**src/rtl/step_clock_ctrl.sv**
```systemverilog
// Pushbutton front-end and processor clock-enable generator: synchronises and
// debounces the keys, then issues StepEn in single-step, free-run, burst or halt mode.
module step_clock_ctrl #(
  parameter int NKEYS           = 4,
  parameter int DEBOUNCE_CYCLES = 500000,
  parameter int DIV_WIDTH       = 26,
  parameter int CNT_WIDTH       = 16,
  parameter int STEP_KEY        = 3
) (
  input  logic                 Clock,
  input  logic                 Resetn,
  input  logic [NKEYS-1:0]     KEYn,
  input  logic [1:0]           Mode,
  input  logic [DIV_WIDTH-1:0] Div,
  input  logic [CNT_WIDTH-1:0] BurstLen,
  output logic [NKEYS-1:0]     KeyLevel,
  output logic [NKEYS-1:0]     KeyPress,
  output logic                 StepEn,
  output logic                 Busy,
  output logic [CNT_WIDTH-1:0] StepCount
);

  // state   | meaning
  // S_IDLE  | no timed stepping; single-step presses or burst starts accepted here
  // S_FREE  | free-run, StepEn on every divider tick
  // S_BURST | counted burst in progress, Busy high

  localparam int DBW = $clog2(DEBOUNCE_CYCLES + 1);

  localparam logic [1:0] MODE_STEP  = 2'b00;
  localparam logic [1:0] MODE_FREE  = 2'b01;
  localparam logic [1:0] MODE_BURST = 2'b10;

  typedef enum logic [1:0] {S_IDLE, S_FREE, S_BURST} state_t;

  logic [NKEYS-1:0]     sync1_q, sync2_q;
  logic [NKEYS-1:0]     level_q, level_d;
  logic [NKEYS-1:0]     press_q, press_d;
  logic [DBW-1:0]       dbc_q [NKEYS];
  logic [DBW-1:0]       dbc_d [NKEYS];

  state_t               state_q, state_d;
  logic [DIV_WIDTH-1:0] div_q, div_d, div_inc;
  logic [CNT_WIDTH-1:0] rem_q, rem_d;
  logic [CNT_WIDTH-1:0] cnt_q;
  logic                 step_q, step_d;
  logic                 busy_q, busy_d;
  logic                 tick;
  logic                 step_press;

  // Synchronisers hold the inverted key, so '0' is the released level.
  always_ff @(posedge Clock or negedge Resetn) begin
    if (!Resetn) begin
      sync1_q <= '0;
      sync2_q <= '0;
      level_q <= '0;
      press_q <= '0;
      for (int i = 0; i < NKEYS; i++) dbc_q[i] <= '0;
    end else begin
      sync1_q <= ~KEYn;
      sync2_q <= sync1_q;
      level_q <= level_d;
      press_q <= press_d;
      for (int i = 0; i < NKEYS; i++) dbc_q[i] <= dbc_d[i];
    end
  end

  always_comb begin
    level_d = level_q;
    press_d = '0;
    for (int i = 0; i < NKEYS; i++) begin
      dbc_d[i] = '0;
      if (sync2_q[i] != level_q[i]) begin
        if (dbc_q[i] == DBW'(DEBOUNCE_CYCLES)) begin
          level_d[i] = sync2_q[i];
          press_d[i] = sync2_q[i];
        end else begin
          dbc_d[i] = dbc_q[i] + 1'b1;
        end
      end
    end
  end

  // Divider is zero in IDLE, so the transition cycle counts as the first period cycle.
  assign tick       = (div_q >= Div);
  assign div_inc    = tick ? '0 : div_q + 1'b1;
  assign step_press = press_q[STEP_KEY];

  always_ff @(posedge Clock or negedge Resetn) begin
    if (!Resetn) begin
      state_q <= S_IDLE;
      div_q   <= '0;
      rem_q   <= '0;
      step_q  <= 1'b0;
      busy_q  <= 1'b0;
      cnt_q   <= '0;
    end else begin
      state_q <= state_d;
      div_q   <= div_d;
      rem_q   <= rem_d;
      step_q  <= step_d;
      busy_q  <= busy_d;
      cnt_q   <= cnt_q + CNT_WIDTH'(step_q);
    end
  end

  always_comb begin
    state_d = state_q;
    div_d   = '0;
    rem_d   = rem_q;
    step_d  = 1'b0;
    case (state_q)
      S_IDLE: begin
        case (Mode)
          MODE_STEP: step_d = step_press;
          MODE_FREE: begin
            state_d = S_FREE;
            step_d  = tick;
            div_d   = div_inc;
          end
          MODE_BURST: begin
            if (step_press && (BurstLen != '0)) begin
              state_d = S_BURST;
              step_d  = tick;
              div_d   = div_inc;
              rem_d   = BurstLen - CNT_WIDTH'(tick);
            end
          end
          default: ;
        endcase
      end
      S_FREE: begin
        if (Mode != MODE_FREE) begin
          state_d = S_IDLE;
        end else begin
          step_d = tick;
          div_d  = div_inc;
        end
      end
      S_BURST: begin
        // rem_q==0 here means the final StepEn is on the output this cycle.
        if ((Mode != MODE_BURST) || (rem_q == '0)) begin
          state_d = S_IDLE;
          rem_d   = '0;
        end else begin
          step_d = tick;
          div_d  = div_inc;
          if (tick) rem_d = rem_q - 1'b1;
        end
      end
      default: state_d = S_IDLE;
    endcase
    busy_d = (state_d == S_BURST);
  end

  assign KeyLevel  = level_q;
  assign KeyPress  = press_q;
  assign StepEn    = step_q;
  assign Busy      = busy_q;
  assign StepCount = cnt_q;

endmodule

```
**config.mk**
```make
export PLATFORM = sky130hd
export DESIGN_NAME = step_clock_ctrl
export DESIGN_NICKNAME = d
export VERILOG_FILES = /design/src/rtl/step_clock_ctrl.sv
export SDC_FILE = /design/constraint.sdc
export NUM_CORES = 1
export LEC_CHECK = 0
export ABC_AREA = 1
export BUFFER_PORTS_ARGS = -buffer_cell sky130_fd_sc_hd__buf_4
export CAP_MARGIN = 0
export CORE_UTILIZATION = 60
export CTS_BUF_LIST = sky130_fd_sc_hd__clkbuf_2 sky130_fd_sc_hd__clkbuf_4 sky130_fd_sc_hd__clkbuf_8
export DETAILED_ROUTE_END_ITERATION = 8
export GPL_ROUTABILITY_DRIVEN = 0
export PLACE_DENSITY = 0.82
export SYNTH_ARGS = -nofsm -noshare
export SYNTH_HDL_FRONTEND = slang
export SYNTH_SLANG_ARGS = --single-unit
```
**constraint.sdc**
```tcl
create_clock -name Clock -period 2.82 [get_ports Clock]
set_clock_uncertainty 0.1 [all_clocks]
set_input_delay 0.141 -clock Clock [delete_from_list [all_inputs] [get_ports Clock]]
set_output_delay 0.141 -clock Clock [all_outputs]
set_load 0.02 [all_outputs]
```
==> qor.yml <==
synth.avg_cell_area_um2: 7.65
nFillCells: 1233
clk_pin_slew_worst_paths_ns: 0.09
cp_slowest_cell: "dfrtp_1"
fmax_mhz: 369
tightestPinTransition_ns: 0.546
cts-root-buf: "clkbuf_8"
r2r_slack_ns: 0.11
preCtsSetupSlack_ns: 0.00358
vdd_drop_max_mv: 0.280
first_global_vias: 7800
grt_max_degree: 60
p_leak_uw: 0.00526
final_nets: 1455
maxCapViolCount: 0
num_rows: 45
whs_path_depth: 6
dieHeight_um: 128
slowest_delay_ns: 0.44
hp-start: "BurstLen[13]"
fin_crit_ns: 2.71
worstReg2RegEnd: "rem_q[8]$_DFFE_PN0P_"
vias: 8465
synth_fp_nets: 1336
path_delay_family: "simple AND/OR/NAND/NOR gates"
drt_iter0_drc: 747
status: "finished clean"
start_util_pct: 62.1
critPathArrivalTime_ns: 3.03
yosysWarnings: 0
cp_max_fo: 4
crit_path_frequent_cell: "nor2_2"
path_depth: 16
dp_cells: 1536
criticalPathCategory: "flip-flop to flip-flop"
detail_route.wl_per_cell_um: 13.3
die_w_um: 128
antenna_found_initial: 0
drc: 0
ys_ff_latch: 154
power_density_mw_per_mm2: 398
dp_hpwl_um: 15400
die-area_mm2: 0.0163
reg2reg_depth: 16
viasPerCell: 5.34
setup_viol: 0
drive_above_1_share_pct: 13.6
clock_sinks: 154
htree_levels: 4
cp-end-kind: "flip-flop"
max_slew_margin_pct: 63.4
finalPower_uw: 4400
grt_first_pass_wirelength_um: 35100
globalRoute.totalOverflow: 0
n_antenna_cell: 0
worstSkewPairLatency_ns: 0.48
yosysUniqueCellTypes: 42
hold_path_class: "primary input to flip-flop"
worst_slack_ns: 0.111
final_util_pct: 72.2
hold_viol_final: 0
worst-path-buf-inv: 1
grt_usage_pct: 26.9
postRouteAntennaNets: 0
fin_crit_sh_pct: 96.1
cts_buffers: 17
synthToLayoutAreaGrowth_pct: 16.4
mostFrequentLayoutCells: "nand2_1, nor2_1, inv_1, dfrtp_1, buf_4"
routed_wl_um: 21100
worstPathCellList: "ha_1 > nand2_1 > nor2_1 > nand3b_1 > nor2_2 > nor2_2 > nand3_2 > ha_4 > ha_2 > nand2_2 > buf_4 > nor2_2 > nor2_1 > o31ai_1 > nand3_1 > nand2_1"
startpoint_type: "flip-flop"
ioPinCount: 76
report.final.slew_viol_count: 0
r2r-start: "div_q[12]$_DFF_PN0_"
whs_ns: 0.0514
drtPass1Iterations: 5
fin_cells: 1585
cts_tree: "yes"
synthCells: 1242
ys_seq_area_share_pct: 40.6
holdPathEnd: "rem_q[13]$_DFFE_PN0P_"
worstPathRequired_ns: 3.14
cts_buffer_depth: 2
synthesis.area_mm2: 0.00950
core-area_mm2: 0.0153
layout_commonest_cell: "nand2_1"
io_buffer_count: 75
-- metrics by stage --
stage	TNS, ns	area (um^2)
after floorplan	0	9500
after global placement	0	10400
after detailed placement	0	10400
after CTS	0	10900
after global routing	-0.131	11100
final	0	11100
-- cell families (layout without fill, tap and decap cells) --
| logic type | count (synthesis) | count (layout) | share of synthesized area, % |
|---|---|---|---|
| simple gates | 718 | 718 | 34.0 |
| buf+inv | 172 | 304 | 7.08 |
| flops | 154 | 154 | 40.6 |
| xor+xnor | 104 | 104 | 9.59 |
| compound gates | 50 | 50 | 3.03 |
| fa+ha+maj | 44 | 44 | 5.79 |
-- per-layer routing --
metal / wire length (um) / GRT usage (%) / vias up
li1: - / - / 4205
met5: 0 / 0 / -
met1: 9670 / 36.8 / 3942
met2: 9920 / 43.3 / 286
met3: 1240 / 4.63 / 32
met4: 312 / 9.55 / 0
-- state kept, by name, indices dropped and copies added (netlist names) --
| signal | count |
|---|---|
| KeyPress | 4 |
| state_q | 2 |
| KeyLevel | 4 |
| rem_q | 16 |
| StepCount | 16 |
| Busy | 1 |
| dbc_q | 76 |
| sync1_q | 4 |
| StepEn | 1 |
| sync2_q | 4 |
| div_q | 26 |
-- how the worst max path moves through the flow --
stage	startpoint	endpoint	slack [ns]
after floorplan	div_q[23]$_DFF_PN0_	rem_q[14]$_DFFE_PN0P_	0.24
after global placement	div_q[9]$_DFF_PN0_	rem_q[14]$_DFFE_PN0P_	0.07
after detailed placement	div_q[25]$_DFF_PN0_	rem_q[8]$_DFFE_PN0P_	0.004
after CTS	div_q[20]$_DFF_PN0_	rem_q[8]$_DFFE_PN0P_	0.005
after global routing	div_q[9]$_DFF_PN0_	rem_q[8]$_DFFE_PN0P_	-0.05
final	div_q[12]$_DFF_PN0_	rem_q[8]$_DFFE_PN0P_	0.11
-- report_power, final --
part           internal (uW)  total (uW)  switching [uW]
registers               2230        2260            27.3
clock network            903        1810             908
logic                    131         333             202
-- what timing repair did --
action / in CTS / in global routing
pin swaps: 0 / 5
gates resized for setup: 3 / 13
hold endpoints to repair: 118 / 0
setup buffers: 0 / 7
setup endpoints to repair: 3 / 11
hold buffers: 10 / 0
-- synth_stat cells (all sizes together) --
| library cell | number | area, um^2 |
|---|---|---|
| nor2 | 229 | 897 |
| o21ai | 21 | 116 |
| nand3 | 90 | 478 |
| and3 | 1 | 6.26 |
| ha | 44 | 551 |
| inv | 161 | 607 |
| a21o | 2 | 15.0 |
| o22ai | 3 | 18.8 |
| clkbuf | 3 | 11.3 |
| xnor2 | 32 | 280 |
| clkinv | 1 | 3.75 |
| and2 | 3 | 18.8 |
| o21bai | 3 | 22.5 |
| buf | 7 | 51.3 |
| dfrtp | 154 | 3850 |
| nand4 | 45 | 297 |
| or2 | 6 | 37.5 |
| nor3b | 4 | 30.0 |
| o31ai | 1 | 7.51 |
| nor4 | 12 | 81.3 |
| nand3b | 3 | 22.5 |
| nand2 | 271 | 1040 |
| nor3 | 54 | 317 |
| a21oi | 17 | 85.1 |
| xor2 | 72 | 631 |
| o21a | 3 | 22.5 |
-- layout make-up --
cell class	count	area (um^2)	area share, %
Multi-Input combinational cell	916	5040	45.6
Sequential cell	154	3850	34.8
Timing Repair Buffer	110	867	7.84
Inverter	162	611	5.52
Tap cell	211	264	2.39
Clock buffer	18	241	2.18
Clock inverter	14	181	1.64
-- worst reg2reg max path, cell delays in order, from the launching register on --
cell      delay (ns)
dfrtp_1         0.44
ha_1            0.30
nand2_1         0.06
nor2_1          0.19
nand3b_1        0.12
nor2_2          0.13
nor2_2          0.06
nand3_2         0.13
ha_4            0.16
ha_2            0.20
nand2_2         0.09
buf_4           0.17
nor2_2          0.10
nor2_1          0.04
o31ai_1         0.20
nand3_1         0.10
nand2_1         0.08
(Power assumes the default switching activity.)
